===== src/rtl/inst_queue.sv =====
// ---------------------------------------------------------------------------
// inst_queue -- instruction fetch queue between the icache/BPU and decode.
//
// A circular FIFO of DEPTH entries. Each entry holds the fetch PC, the
// instruction word, the BPU prediction (taken + target) and the fetch
// exception flag with its 7-bit cause. The fetch side presents up to two
// entries per cycle and decode consumes up to two per cycle. All 2-slot
// buses are packed {slot1, slot0}.
//
// Optional feature macro: INST_QUEUE_PERF_EN
//   When defined, adds the full_stall_cnt output, a saturating count of
//   cycles in which fetch offered entries while the queue refused them.
//
// Ports
//   clk              in   clock, all state on rising edge
//   rst              in   synchronous active-high reset (overrides flush)
//   flush            in   discard all entries
//   in_valid[1:0]    in   fetch slot valid (00, 01, 11; 10 is ignored)
//   in_pc[63:0]      in   fetch PCs
//   in_inst[63:0]    in   instruction words
//   in_pred_taken[1:0]  in   BPU predicted taken
//   in_pred_addr[63:0]  in   BPU predicted targets
//   in_excp[1:0]     in   fetch exception flags
//   in_excp_cause[13:0] in   7-bit exception cause per slot
//   in_ready         out  two free entries available (registered count only)
//   deq_num[1:0]     in   entries consumed by decode (3 treated as 2)
//   out_valid[1:0]   out  head / head+1 valid
//   out_pc, out_inst, out_pred_taken, out_pred_addr, out_excp,
//   out_excp_cause   out  head / head+1 entry fields
//   count            out  current occupancy (0..DEPTH)
//   full_stall_cnt   out  stall cycle counter (INST_QUEUE_PERF_EN only)
// ---------------------------------------------------------------------------
module inst_queue #(
    parameter int DEPTH = 8
) (
    input  logic                     clk,
    input  logic                     rst,
    input  logic                     flush,
    input  logic [1:0]               in_valid,
    input  logic [63:0]              in_pc,
    input  logic [63:0]              in_inst,
    input  logic [1:0]               in_pred_taken,
    input  logic [63:0]              in_pred_addr,
    input  logic [1:0]               in_excp,
    input  logic [13:0]              in_excp_cause,
    output logic                     in_ready,
    input  logic [1:0]               deq_num,
    output logic [1:0]               out_valid,
    output logic [63:0]              out_pc,
    output logic [63:0]              out_inst,
    output logic [1:0]               out_pred_taken,
    output logic [63:0]              out_pred_addr,
    output logic [1:0]               out_excp,
    output logic [13:0]              out_excp_cause,
    output logic [$clog2(DEPTH):0]   count
`ifdef INST_QUEUE_PERF_EN
    ,
    output logic [31:0]              full_stall_cnt
`endif
);

    localparam int AW = $clog2(DEPTH);
    localparam int CW = AW + 1;

    // Entry storage; not reset, contents only matter between head and tail.
    logic [31:0] r_pc        [DEPTH];
    logic [31:0] r_inst      [DEPTH];
    logic        r_pred_taken[DEPTH];
    logic [31:0] r_pred_addr [DEPTH];
    logic        r_excp      [DEPTH];
    logic [6:0]  r_excp_cause[DEPTH];

    logic [AW-1:0] r_head;
    logic [AW-1:0] r_tail;
    logic [CW-1:0] r_count;

    logic          w_enq_ok;
    logic          w_enq_two;
    logic [CW-1:0] w_enq_n;
    logic [CW-1:0] w_deq_req;
    logic [CW-1:0] w_deq_n;
    logic [AW-1:0] w_tail_p1;
    logic [AW-1:0] w_head_p1;

    // Readiness looks only at the registered count: a same-cycle dequeue is
    // not credited, which keeps in_ready off the decode timing path.
    assign in_ready  = (r_count <= CW'(DEPTH - 2));

    // in_valid = 10 is not a legal fetch pattern and writes nothing.
    assign w_enq_ok  = in_ready && ((in_valid == 2'b01) || (in_valid == 2'b11));
    assign w_enq_two = in_ready && (in_valid == 2'b11);

    // Pointers are AW bits wide, so +1 wraps modulo DEPTH for free.
    assign w_tail_p1 = r_tail + AW'(1);
    assign w_head_p1 = r_head + AW'(1);

    always_comb begin
        w_enq_n = '0;
        if (w_enq_ok) begin
            w_enq_n = w_enq_two ? CW'(2) : CW'(1);
        end
    end

    always_comb begin
        w_deq_req = '0;
        case (deq_num)
            2'd0:    w_deq_req = CW'(0);
            2'd1:    w_deq_req = CW'(1);
            default: w_deq_req = CW'(2);
        endcase
        // Never consume more than is present.
        w_deq_n = (w_deq_req > r_count) ? r_count : w_deq_req;
    end

    // Storage write
    always_ff @(posedge clk) begin
        if (w_enq_ok) begin
            r_pc        [r_tail] <= in_pc[31:0];
            r_inst      [r_tail] <= in_inst[31:0];
            r_pred_taken[r_tail] <= in_pred_taken[0];
            r_pred_addr [r_tail] <= in_pred_addr[31:0];
            r_excp      [r_tail] <= in_excp[0];
            r_excp_cause[r_tail] <= in_excp_cause[6:0];
        end
        if (w_enq_two) begin
            r_pc        [w_tail_p1] <= in_pc[63:32];
            r_inst      [w_tail_p1] <= in_inst[63:32];
            r_pred_taken[w_tail_p1] <= in_pred_taken[1];
            r_pred_addr [w_tail_p1] <= in_pred_addr[63:32];
            r_excp      [w_tail_p1] <= in_excp[1];
            r_excp_cause[w_tail_p1] <= in_excp_cause[13:7];
        end
    end

    // Pointer and occupancy control; flush drops same-cycle traffic.
    always_ff @(posedge clk) begin
        if (rst || flush) begin
            r_head  <= '0;
            r_tail  <= '0;
            r_count <= '0;
        end else begin
            r_head  <= r_head + AW'(w_deq_n);
            r_tail  <= r_tail + AW'(w_enq_n);
            r_count <= r_count + w_enq_n - w_deq_n;
        end
    end

    assign count     = r_count;
    assign out_valid = {(r_count >= CW'(2)), (r_count != '0)};

    assign out_pc         = {r_pc[w_head_p1],          r_pc[r_head]};
    assign out_inst       = {r_inst[w_head_p1],        r_inst[r_head]};
    assign out_pred_taken = {r_pred_taken[w_head_p1],  r_pred_taken[r_head]};
    assign out_pred_addr  = {r_pred_addr[w_head_p1],   r_pred_addr[r_head]};
    assign out_excp       = {r_excp[w_head_p1],        r_excp[r_head]};
    assign out_excp_cause = {r_excp_cause[w_head_p1],  r_excp_cause[r_head]};

`ifdef INST_QUEUE_PERF_EN
    logic [31:0] r_full_stall_cnt;

    // Counts refused fetch cycles; flush does not clear it, only rst.
    always_ff @(posedge clk) begin
        if (rst) begin
            r_full_stall_cnt <= '0;
        end else if ((in_valid != 2'b00) && !in_ready &&
                     (r_full_stall_cnt != 32'hFFFF_FFFF)) begin
            r_full_stall_cnt <= r_full_stall_cnt + 32'd1;
        end
    end

    assign full_stall_cnt = r_full_stall_cnt;
`endif

endmodule

===== config.mk =====
export PLATFORM = sky130hd
export DESIGN_NAME = inst_queue
export DESIGN_NICKNAME = d
export VERILOG_FILES = /design/src/rtl/inst_queue.sv
export SDC_FILE = /design/constraint.sdc
export NUM_CORES = 2
export LEC_CHECK = 0
export CORE_MARGIN = 4
export CORE_UTILIZATION = 50
export DETAILED_ROUTE_END_ITERATION = 10
export PLACE_DENSITY = 0.76
export SYNTH_ARGS = -nofsm -noshare
export SYNTH_HDL_FRONTEND = slang
export SYNTH_SLANG_ARGS = --single-unit

===== constraint.sdc =====
create_clock -name clk -period 10 [get_ports clk]
set_input_delay 2 -clock clk [delete_from_list [all_inputs] [get_ports clk]]
set_output_delay 2 -clock clk [all_outputs]
set_load 0.03 [all_outputs]

==> results.txt <==
- Initial detailed-routing violation count: 2,904
- Initial Utilization: 50.4%
* Post-CTS Resized: 0
- WL met2: 69,300 um
- Fill cell instance count of the final layout: 7,039
* Path class of the lowest-slack min-delay path: reg2reg
* Adder-cell area share of the yosys netlist: 0.473%
* Routed wire length: 140,000 um
- Endpoint kind of the worst setup timing path: primary output
- Synthesized-area fraction occupied by xor and xnor cells: 0.185%
- The area growth from synthesis to layout is 17.7%.
- The first detailed-routing pass took 5 iterations.
* Worst endpoint data arrival time: 4.99 ns
* Insertion delay of the later-clocked pin in the worst-skew pair: 0.67 ns
- The run finished with clean final reports.
- The count of pins over their slew limit came to 0.
- Adding up every negative setup slack in the final design gives 0 ns.
* Antenna violations before repair: 23
- Minimum period implied by the final worst setup slack: 6.99 ns
- Maximum number of pins on one net before global-route repair: 137
- Dividing the detail-routed via count by the number of cells gives 6.62.
- Longest Clk Path Bufs: 3
* Port Buffers: 433
* Clock Skews: 0.0193 ns
- Buffers plus inverters on the worst setup path: 2
* Most common flop cell mapped by yosys: edfxtp_1
- Gate count after technology mapping: 2,636
- Dominant delay contributor by cell family on the critical path: buffers and inverters
- Detail Route Antenna Nets: 0
* Setup-failing EPs final: 0
- In this run, distinct cell masters in the synthesized netlist total 40.
* Critical Setup Path Class: reg2out
- Cts-stage hold buffer count: 0
- STA puts the critical path data required time at 8.00 ns.
* Horizontal die dimension: 320 um
- mux2_2 is the most common cell in the netlist.
- Worst Setup Slack post-DPL: 3.58 ns
* Layout cells sized above 1: 49.4%
* Worst path max stage delay: 0.96 ns
- Measured along the y axis, the die boundary spans 320 um.
- PD cells: 207 mW/mm^2
* Largest area contributor in the synthesized netlist: edfxtp_1
* Post-synthesis compound-gate area fraction: 0.200%
- Largest cells by area after synthesis: edfxtp_1 (52%), mux2_2 (21%), mux4_2 (19%)
* Via count of the first global-routing pass: 31,000
* Clock slew at reported path FFs: 0.06 ns
- Counting the buffers created by CTS gives 93.
- Global-route wire length before repair: 205,000 um
* Total Power: 0.0119 W
- Post-Route M1 WL: 55,300 um
- Final GP Congestion: 0.825
- The largest individual stage delay along the critical path comes from the cell dfxtp_4.
- Synthesized net count: 2,869
- For this block, the via count after detailed routing is 28,900.
* Post-CTS setup repair buffer count: 0
- Combined flip-flop and latch cell area: 0.0254 mm^2
* Number of endpoints with negative hold slack in the final report: 0
* Largest fanout of any net on the critical path: 126
- In the final routed layout, each cell accounts on average for 32.0 um.
- Basic-gate share of the synthesized area counting and, or, nand and nor cells: 0.845%
* Total Nets Final: 3,236
- TritonCTS built the clock tree.
* Total track usage: 26.9%
- Global routing finished with a remaining overflow of 0.
- Area of the core: 0.0967 mm^2
- Yosys printed 0 warnings.
- During I/O placement, the number of pins put on the boundary was 434.
- STA classifies the critical path startpoint as a register.
- Final routed DRC violation total: 0
- CTS Root Buffer Type: clkbuf_16
- In the final layout, the multi-input gates occupy 0.0222 mm^2.
- Series of cell instances along the critical path: ha_4, buf_12, mux4_2, mux2_2, clkdlybuf4s50_1
* Largest family of logic cells by synthesized area: multiplexers
- Proportion of register bits with asynchronous set or reset after synthesis: 0%
- Measured slew at the worst slew-check pin: 1.10 ns
- After legalization and detailed placement, the total HPWL measured 78,900 um.
* Setup repair after global routing missed its margin: no
- Worst slew margin: 26.7%
- Derived from the worst setup path, the maximum achievable clock frequency is 143 MHz.
* Number of levels the H-tree was split into: 3
- The share of the Yosys chip area taken by registers is 52.2%.
* Post-Syn Area: 0.0487 mm^2
* Max-cap viol count: 0
* Synthesized area divided by synthesized cell count: 18.5 um^2
* Peak VDD IR: 0.000168 V
* Routed length on met3: 12,500 um
- The worst path meets setup with 3.01 ns of slack.
- Flop and latch count out of synthesis: 850
- Area share of the largest cell type after synthesis: 51.8%
- In the synthesized netlist, mux cells make up 43.8% of the area.
- Period utilization: 69.9%
- In this run the core area contains 114 standard-cell rows.
- Yosys mapped a number of flops with a built-in enable equal to 840.
- The die covers 0.102 mm^2.
* Leak: 17.6 nW
- In the synthesized netlist, the cells that appear most often are mux2_2 (887), edfxtp_1 (840), mux4_2 (420), mux2_1 (163), buf_2 (97).
- CTS saw 850 sinks.
* Highest routing layer actually used: met5
## through the flow
step	hold slack, ns	util [%]	area (um^2)	instances
2_1_floorplan	0.578	-	48700	2636
4_1_cts	0.643	59.2	57300	4354
6_report	0.646	59.3	57300	4370
3_5_place_dp	0.636	56.0	54100	4184
3_3_place_gp	0.615	56.0	54100	4184
5_1_grt	0.667	59.2	57300	4356
## sequential cells by signal (all words and copies together), names as in the netlist
register / count
count: 4
r_excp: 8
r_excp_cause: 56
r_head: 3
r_inst: 256
r_pc: 256
r_pred_addr: 256
r_pred_taken: 8
r_tail: 3
## routing by layer
metal  vias up  GRT usage [%]
met5         -              0
met4        18           6.04
met3       196           6.03
met2      1370           45.0
met1     15500           36.4
li1      11900              -
## area by class of cell
cell class	count	area share, %
clock buffers	108	4.27
clock inverters	62	1.24
inverters	14	0.0917
well taps	1276	2.79
repair buffers	484	8.38
diodes	16	0.0699
multi-input cells	1560	38.8
flip-flops and latches	850	44.4
## power breakdown
part	total [W]	internal (W)	switching (W)	leakage, nW
Sequential	0.00431	0.00417	0.000134	7.74
Combinational	0.00397	0.00186	0.00211	8.33
Clock	0.00357	0.00214	0.00143	1.52
Total	0.0119	0.00817	0.00368	17.6
## layout by cell type (no fill, tap or decap), drive strengths merged, types with 15 or more instances in the layout
master / count
clkdlybuf4s50: 433
mux2: 1050
diode: 16
inv: 16
bufinv: 15
edfxtp: 840
mux4: 420
clkbuf: 108
clkinv: 38
buf: 51
## path summary, 6_finish.rpt
check	start	to	slack, ns	depth (start not counted)
min	count[2]$_SDFF_PP0_	r_head[2]$_SDFF_PP0_	0.65	2
max reg2reg	count[3]$_SDFF_PP0_	r_pred_addr[0][0]$_DFFE_PP_	6.03	7
max	r_head[1]$_SDFF_PP0_	out_excp_cause[7]	3.01	5
min reg2reg	count[2]$_SDFF_PP0_	r_head[2]$_SDFF_PP0_	0.65	2
## worst reg2reg max path: cells and delay by family (launching register included)
kind	cells	cell delay (ns)
flip-flops	1	0.38
adder cells (fa/ha/maj)	1	0.21
AND/OR/NAND/NOR	2	1.00
AO/OA/AOI/OAI	1	0.86
buffers and inverters	3	1.14
## logic make-up (layout without fill, tap and decap cells)
| group | Yosys count | count (layout) |
|---|---|---|
| multiplexers | 1474 | 1474 |
| flip-flops | 850 | 850 |
| buffers and inverters | 226 | 668 |
| AND/OR/NAND/NOR | 51 | 51 |
| adder cells (fa/ha/maj) | 16 | 16 |
| AO/OA/AOI/OAI | 13 | 13 |
| XOR/XNOR | 6 | 6 |
| other | 0 | 16 |
Power figures use the tool's default switching activity.
